==> config.mk <==
export PLATFORM = sky130hd
export DESIGN_NAME = multicycle_control
export DESIGN_NICKNAME = d
export VERILOG_FILES = /design/src/rtl/multicycle_control.sv
export SDC_FILE = /design/constraint.sdc
export NUM_CORES = 1
export LEC_CHECK = 0
export CORE_ASPECT_RATIO = 2
export CORE_MARGIN = 2
export CORE_UTILIZATION = 46
export CTS_CLUSTER_SIZE = 40
export DETAILED_ROUTE_END_ITERATION = 8
export PLACE_DENSITY_LB_ADDON = 0.25
export SYNTH_ARGS = -nofsm -noshare
export SYNTH_HDL_FRONTEND = slang
export SYNTH_SLANG_ARGS = --single-unit
==> constraint.sdc <==
create_clock -name clock -period 2.85 [get_ports clock]
set_clock_uncertainty 0.05 [all_clocks]
set_input_delay 0.57 -clock clock [delete_from_list [all_inputs] [get_ports clock]]
set_output_delay 0.57 -clock clock [all_outputs]
set_load 0.1 [all_outputs]
==> src/rtl/multicycle_control.sv <==
// rtl/multicycle_control.sv - multi-cycle MIPS control FSM with memory handshake and retire counter
module multicycle_control #(
    parameter int COUNT_WIDTH = 32
) (
    input  logic                   clock,
    input  logic                   reset,
    input  logic [5:0]             opcode,
    input  logic [5:0]             funct,
    input  logic                   zero,
    input  logic                   memReady,
    output logic                   memRead,
    output logic                   memWrite,
    output logic                   iorD,
    output logic                   irWrite,
    output logic                   pcWrite,
    output logic [1:0]             pcSource,
    output logic                   regWrite,
    output logic                   regDst,
    output logic                   memToReg,
    output logic                   aluSrcA,
    output logic [1:0]             aluSrcB,
    output logic [4:0]             aluControl,
    output logic                   aluCarryIn,
    output logic                   halted,
    output logic [COUNT_WIDTH-1:0] instrCount,
    output logic [3:0]             state
);

    typedef enum logic [3:0] {
        FETCH     = 4'd0,
        DECODE    = 4'd1,
        MEM_ADDR  = 4'd2,
        MEM_READ  = 4'd3,
        MEM_WB    = 4'd4,
        MEM_WRITE = 4'd5,
        R_EXEC    = 4'd6,
        R_WB      = 4'd7,
        BRANCH    = 4'd8,
        JUMP      = 4'd9,
        ADDI_EXEC = 4'd10,
        ADDI_WB   = 4'd11,
        TRAP      = 4'd12
    } state_t;

    localparam logic [4:0] ALU_AND = 5'b00000;
    localparam logic [4:0] ALU_OR  = 5'b00001;
    localparam logic [4:0] ALU_ADD = 5'b00010;
    localparam logic [4:0] ALU_SUB = 5'b01010;
    localparam logic [4:0] ALU_SLT = 5'b01011;
    localparam logic [4:0] ALU_NOR = 5'b11000;

    localparam logic [COUNT_WIDTH-1:0] ONE = {{(COUNT_WIDTH-1){1'b0}}, 1'b1};

    state_t state_q;
    state_t next_state;
    logic   retire;

    assign state      = state_q;
    assign aluCarryIn = 1'b0;

    always_ff @(posedge clock) begin
        if (reset) begin
            state_q    <= FETCH;
            instrCount <= '0;
            halted     <= 1'b0;
        end else begin
            state_q <= next_state;
            halted  <= (next_state == TRAP);
            if (retire) begin
                instrCount <= instrCount + ONE;
            end
        end
    end

    always_comb begin
        next_state = state_q;
        retire     = 1'b0;
        memRead    = 1'b0;
        memWrite   = 1'b0;
        iorD       = 1'b0;
        irWrite    = 1'b0;
        pcWrite    = 1'b0;
        pcSource   = 2'd0;
        regWrite   = 1'b0;
        regDst     = 1'b0;
        memToReg   = 1'b0;
        aluSrcA    = 1'b0;
        aluSrcB    = 2'd0;
        aluControl = ALU_ADD;

        case (state_q)
            FETCH: begin
                memRead = 1'b1;
                aluSrcB = 2'd1;
                if (memReady) begin
                    irWrite    = 1'b1;
                    pcWrite    = 1'b1;
                    next_state = DECODE;
                end
            end
            DECODE: begin
                aluSrcB = 2'd3;
                case (opcode)
                    6'b000000:            next_state = R_EXEC;
                    6'b100011, 6'b101011: next_state = MEM_ADDR;
                    6'b000100:            next_state = BRANCH;
                    6'b000010:            next_state = JUMP;
                    6'b001000:            next_state = ADDI_EXEC;
                    default:              next_state = TRAP;
                endcase
            end
            R_EXEC: begin
                aluSrcA    = 1'b1;
                next_state = R_WB;
                case (funct)
                    6'b100000: aluControl = ALU_ADD;
                    6'b100010: aluControl = ALU_SUB;
                    6'b100100: aluControl = ALU_AND;
                    6'b100101: aluControl = ALU_OR;
                    6'b100111: aluControl = ALU_NOR;
                    6'b101010: aluControl = ALU_SLT;
                    default:   next_state = TRAP;
                endcase
            end
            R_WB: begin
                regWrite   = 1'b1;
                regDst     = 1'b1;
                retire     = 1'b1;
                next_state = FETCH;
            end
            MEM_ADDR: begin
                aluSrcA    = 1'b1;
                aluSrcB    = 2'd2;
                // opcode still holds lw or sw here; DECODE filtered everything else
                next_state = (opcode == 6'b100011) ? MEM_READ : MEM_WRITE;
            end
            MEM_READ: begin
                memRead = 1'b1;
                iorD    = 1'b1;
                if (memReady) begin
                    next_state = MEM_WB;
                end
            end
            MEM_WB: begin
                regWrite   = 1'b1;
                memToReg   = 1'b1;
                retire     = 1'b1;
                next_state = FETCH;
            end
            MEM_WRITE: begin
                memWrite = 1'b1;
                iorD     = 1'b1;
                if (memReady) begin
                    retire     = 1'b1;
                    next_state = FETCH;
                end
            end
            BRANCH: begin
                aluSrcA    = 1'b1;
                aluControl = ALU_SUB;
                pcSource   = 2'd1;
                pcWrite    = zero;
                retire     = 1'b1;
                next_state = FETCH;
            end
            JUMP: begin
                pcWrite    = 1'b1;
                pcSource   = 2'd2;
                retire     = 1'b1;
                next_state = FETCH;
            end
            ADDI_EXEC: begin
                aluSrcA    = 1'b1;
                aluSrcB    = 2'd2;
                next_state = ADDI_WB;
            end
            ADDI_WB: begin
                regWrite   = 1'b1;
                retire     = 1'b1;
                next_state = FETCH;
            end
            default: next_state = TRAP;
        endcase

        // Reset must drop any in-flight memory request in the same cycle
        if (reset) begin
            memRead    = 1'b0;
            memWrite   = 1'b0;
            iorD       = 1'b0;
            irWrite    = 1'b0;
            pcWrite    = 1'b0;
            pcSource   = 2'd0;
            regWrite   = 1'b0;
            regDst     = 1'b0;
            memToReg   = 1'b0;
            aluSrcA    = 1'b0;
            aluSrcB    = 2'd0;
            aluControl = 5'd0;
            retire     = 1'b0;
        end
    end

endmodule

==> results.toml, run 1 <==
[run_status]
status = "finished, final reports clean"

[timing]
tightest_slew_ns = 0.719
setup_ws_ns = 0.125
fmax_mhz = 367
hold_viol = 0
setup_viol = 0
min_period_ns = 2.73
drv_slew = 0
holdWs_ns = 0.442
slew_headroom_pct = 51.4
rsz0062_at_grt = "no"
fin_crit_sh_pct = 95.6

[cells_and_area]
fin_area_um2 = 3350
num_antenna_cells = 0
regArea_um2 = 758
final_core_util_pct = 72.8
final_common_cell = "buf_4"
layout_common_cells = "45 x buf_4, 31 x dfxtp_1, 28 x nor2_1, 21 x a21oi_1, 20 x o21ai_0"
nets = 367
layout-drive-gt1-share_pct = 29.9
multi_input_area_um2 = 1520
fillCellCount = 364
area_growth_pct = 53.4

[detailed_routing]
initialDrtViolationCount = 33
finalWirelength_mm = 5.95
via_count = 2319
avgRoutedWirePerCell_um = 14.7
vias_per_cell = 5.71
drt_pass1_iterations = 4
drc = 0
ant_nets = 0

[global_routing]
grt_overflow_total = 0
antenna_found_initial = 0
grt_max_degree = 27
grt_pass1_wl_mm = 9.49
grt_util_all_layers_pct = 23.1
grt_pass1_vias = 2096

[floorplan]
initial_core_util_pct = 47.5
die_h_um = 101
ios = 72
coreArea_um2 = 4600
rows = 35
fp.dieArea_um2 = 5340
die_w_um = 52.7

[placement]
gp_congestion = 0.847
numPortBuffers = 69
dpl-instance-area_um2 = 3230
hpwl_mm = 4.49
pre_cts_ws_ns = 0.129

[power]
max-vdd-ir-drop_mv = 0.457
intPower_uw = 952
p_leak_uw = 0.00119
powerDensity_nw_per_um2 = 436
pwr-share-clk_pct = 32.3
power_frac_comb_pct = 29.7
power.share.sequential_pct = 38.1
power.switching_uw = 506
swShare_pct = 34.7
p_total_uw = 1460

[clock_tree]
clk_pin_slew_ns = 0.08
cts_tree = "built"
clock_sinks = 37
htreeDepth = 2
clock_path_buffers = 2
cts_root_buf = "clkbuf_8"
clk-insertion-delay-late_ns = 0.28
hold_buffers = 0
postCtsSetupRepairBufs = 0
numCtsBuffers = 5
cts_resized = 0

[worst_setup_path]
cp-start-kind = "flop"
crit_type = "flop to output pin"
max_stage_delay_ns = 0.52
cp.arrival_ns = 2.11
critPathRequiredTime_ns = 2.23
cp-end-kind = "output pin"
crit_chain = "nand2b_1 > or3_1 > nor2_1 > nand2_1 > o21bai_4 > buf_12"
slowest_stage = "dfxtp_4"
worstPathMaxFanout = 17

[yosys]
syn_area_um2 = 2180
synth_top_flop_cell = "dfxtp_1"
ys_seq_area_share_pct = 33.9
synth.area.top_cells = "dfxtp_1 34%, xnor2_1 6.8%, nor2_1 5.2%"
synth_cells = 283
avgSynthCellArea_um2 = 7.71
async_reset_ff_share_pct = 0
yosysWarnings = 0
ys_types = 45
yosysTopAreaCellShare_pct = 33.9
synth_top_area_cell = "dfxtp_1"
synth-edff-count = 0
ys_ff_latch = 37

[job]
max_cap_viol_count = 0

[worst_hold_path]
hold_class = "flop to flop"
power groups by stage:
stage               logic, uW  clock network, uW  registers (uW)
detailed placement        434                  0             567
global route              451                509             558
CTS                       434                485             555
global placement          430                  0             566
floorplan                 259                  0             613
finish                    432                471             555
per-layer routing:
layer	routed length, um	vias to the layer above	track usage [%]	share of wire [%]
met3	183	12	2.65	3.1
met5	0	-	0	0
met2	3340	60	43.0	56
li1	-	1154	-	-
met1	2290	1093	25.3	38
met4	138	0	9.27	2.3
state kept, by name (all words and copies together), names as in the netlist:
| name | cells |
|---|---|
| state | 4 |
| instrCount | 32 |
| halted | 1 |
worst max-delay path, delay by kind of cell, from the launching register on:
family,cells,cell delay [ns]
AOI/OAI and AO/OA,1,0.19
buffers and inverters,1,0.19
DFF,1,0.52
and+or+nand+nor,4,0.93
cell families (layout without fill, tap and decap cells):
family | Yosys count | after routing | synth area share, %
AND/OR/NAND/NOR | 137 | 137 | 35.3
AO/OA/AOI/OAI | 58 | 58 | 15.8
flip-flops | 37 | 37 | 33.9
buffers and inverters | 30 | 97 | 6.42
XOR/XNOR | 17 | 17 | 6.82
multiplexers | 2 | 2 | 0.917
adder cells (fa/ha/maj) | 1 | 1 | 0.573
other | 1 | 2 | 0.172
cell type report:
cell class	instances	area share (%)
clock buffers	6	2.47
clock inverters	2	1.08
multi-input cells	217	45.3
well taps	55	2.06
flip-flops and latches	37	22.7
inverters	11	1.23
repair buffers	78	25.2
stage by stage:
stage | std cells | TNS [ns]
3_3_place_gp | 398 | 0
5_1_grt | 406 | 0
6_report | 406 | 0
3_5_place_dp | 398 | 0
4_1_cts | 406 | 0
2_1_floorplan | 284 | -0.236
final timing paths:
| path | startpoint | end | slack, ns | cells after the start |
|---|---|---|---|---|
| worst max-delay path | state[1] | aluControl[3] | 0.12 | 6 |
| worst min-delay path | instrCount[31] | instrCount[31] | 0.44 | 2 |
| worst max register to register | state[0] | instrCount[28] | 0.58 | 6 |
| worst min register to register | instrCount[31] | instrCount[31] | 0.44 | 2 |
cells in the mapped netlist, types with 2 or more instances:
cell type	number
dfxtp_1	37
nor2_1	30
a21oi_1	21
o21ai_0	20
xnor2_1	17
nand2_1	16
nor3_1	14
or3_1	14
nand3_1	12
clkbuf_1	11
inv_1	11
nor4_1	10
nand2b_1	6
nand4_1	6
buf_2	4
nor4b_1	4
or4_1	4
a41oi_1	3
and4_1	3
nor2b_1	3
nor3b_1	3
o31ai_1	3
or2_2	3
and3_1	2
buf_4	2
buf_6	2
mux2i_1	2
o211ai_1	2
or4_4	2
(Power assumes the default switching activity.)
==> run 2, diff against run 1 <==
--- a/config.mk
+++ b/config.mk
@@ -11,6 +11,7 @@
 export CTS_CLUSTER_SIZE = 40
 export DETAILED_ROUTE_END_ITERATION = 8
 export PLACE_DENSITY_LB_ADDON = 0.25
+export SETUP_SLACK_MARGIN = 0.5
 export SYNTH_ARGS = -nofsm -noshare
 export SYNTH_HDL_FRONTEND = slang
 export SYNTH_SLANG_ARGS = --single-unit
==> results.toml, run 2 (synthesis results as in run 1) <==
[clock_tree]
cts_tree = "built"
clk_pin_slew_ns = 0.07
clock_path_buffers = 2
clk-insertion-delay-late_ns = 0.29
numCtsBuffers = 5
cts_root_buf = "clkbuf_8"
hold_buffers = 0
htreeDepth = 2
clock_sinks = 37

[global_routing]
antenna_found_initial = 0
grt_pass1_wl_mm = 9.99
grt_overflow_total = 0
grt_util_all_layers_pct = 24.5
grt_max_degree = 29
grt_pass1_vias = 2255

[cells_and_area]
regMostFlops = "instrCount"
largest_register_ff_count = 32
fin_area_um2 = 3560
regArea_um2 = 810
nets = 379
area_growth_pct = 63.0
fin_cells = 418
layout-drive-gt1-share_pct = 43.5
final_common_cell = "buf_4"
multi_input_area_um2 = 1610
fillCellCount = 321
num_antenna_cells = 0
layout_common_cells = "56 x buf_4, 26 x nor2_1, 21 x a21oi_1, 20 x o21ai_0, 19 x dfxtp_2"

[detailed_routing]
ant_nets = 0
drt_pass1_iterations = 4
vias_per_cell = 5.85
finalWirelength_mm = 6.37
initialDrtViolationCount = 75
via_count = 2445
avgRoutedWirePerCell_um = 15.2
drc = 0

[timing]
holdWs_ns = 0.449
fin_crit_sh_pct = 83.4
setup_viol = 0
tightest_slew_ns = 0.722
slew_headroom_pct = 51.2
drv_slew = 0
rsz0062_at_grt = "yes"
fmax_mhz = 421
hold_viol = 0
min_period_ns = 2.38

[worst_setup_path]
cp-start-kind = "flop"
worstPathMaxFanout = 8
cp.arrival_ns = 1.76
critPathRequiredTime_ns = 2.23
crit_type = "flop to output pin"
cp-end-kind = "output pin"
reg2reg_depth = 6

[power]
p_leak_uw = 0.00132
max-vdd-ir-drop_mv = 0.535
powerDensity_nw_per_um2 = 417
p_total_uw = 1480

[floorplan]
initial_core_util_pct = 47.5
die_h_um = 101
rows = 35
coreArea_um2 = 4600
fp.dieArea_um2 = 5340
ios = 72
die_w_um = 52.7

[worst_hold_path]
hold_class = "flop to flop"
whs_path_depth = 2

[run_status]
status = "finished, final reports clean"

[job]
max_cap_viol_count = 0

[placement]
dpl-instance-area_um2 = 3290
gp_congestion = 0.791
numPortBuffers = 69
placedCellCount = 393
hpwl_mm = 4.60
-- run 2: critical path, stage by stage, from the launching register on --
cell and delay [ns]:
dfxtp_4 0.37, nand2b_4 0.19, or3_4 0.37, nor2_4 0.11
nand2_4 0.07, o21bai_4 0.17, buf_12 0.18
-- run 2: area by class of cell --
cell class | instances | area share (%)
multi-input cells | 217 | 45.2
inverters | 11 | 1.16
well taps | 55 | 1.93
repair buffers | 90 | 25.6
clock buffers | 7 | 2.43
flip-flops and latches | 37 | 22.8
clock inverters | 1 | 0.844
-- run 2: report_power, final --
group | leakage [uW] | switching, uW | internal [uW]
sequential | 0.000318 | 15.8 | 519
combinational | 0.000944 | 319 | 159
clock | 0.0000585 | 184 | 285
total | 0.00132 | 518 | 963
-- run 2: worst paths after layout --
path                                     start  slack, ns             end
worst max-delay path                  state[3]       0.47   aluControl[3]
worst min-delay path            instrCount[26]       0.45  instrCount[26]
worst max register to register        state[3]       0.61  instrCount[31]
worst min register to register  instrCount[26]       0.45  instrCount[26]
-- run 2: what timing repair did --
action	in CTS	in global routing
pin swaps	4	6
setup endpoints to repair	9	8
buffers inserted	4	13
resized for setup	13	10
-- run 2: metal layers --
| metal | vias to the layer above | global-route usage (%) | share of wire [%] |
|---|---|---|---|
| met1 | 1192 | 23.9 | 35 |
| li1 | 1177 | - | - |
| met2 | 64 | 46.3 | 58 |
| met4 | 0 | 12.6 | 2.6 |
| met5 | - | 0 | 0 |
| met3 | 12 | 4.28 | 4.2 |
-- run 2: metrics by stage --
| step | utilization (%) | TNS [ns] | worst slack [ns] |
|---|---|---|---|
| floorplan | - | -0.214 | -0.214 |
| global placement | 71.5 | 0 | 0.143 |
| detailed placement | 71.5 | 0 | 0.136 |
| CTS | 75.2 | 0 | 0.354 |
| global route | 77.4 | 0 | 0.430 |
| finish | 77.4 | 0 | 0.473 |
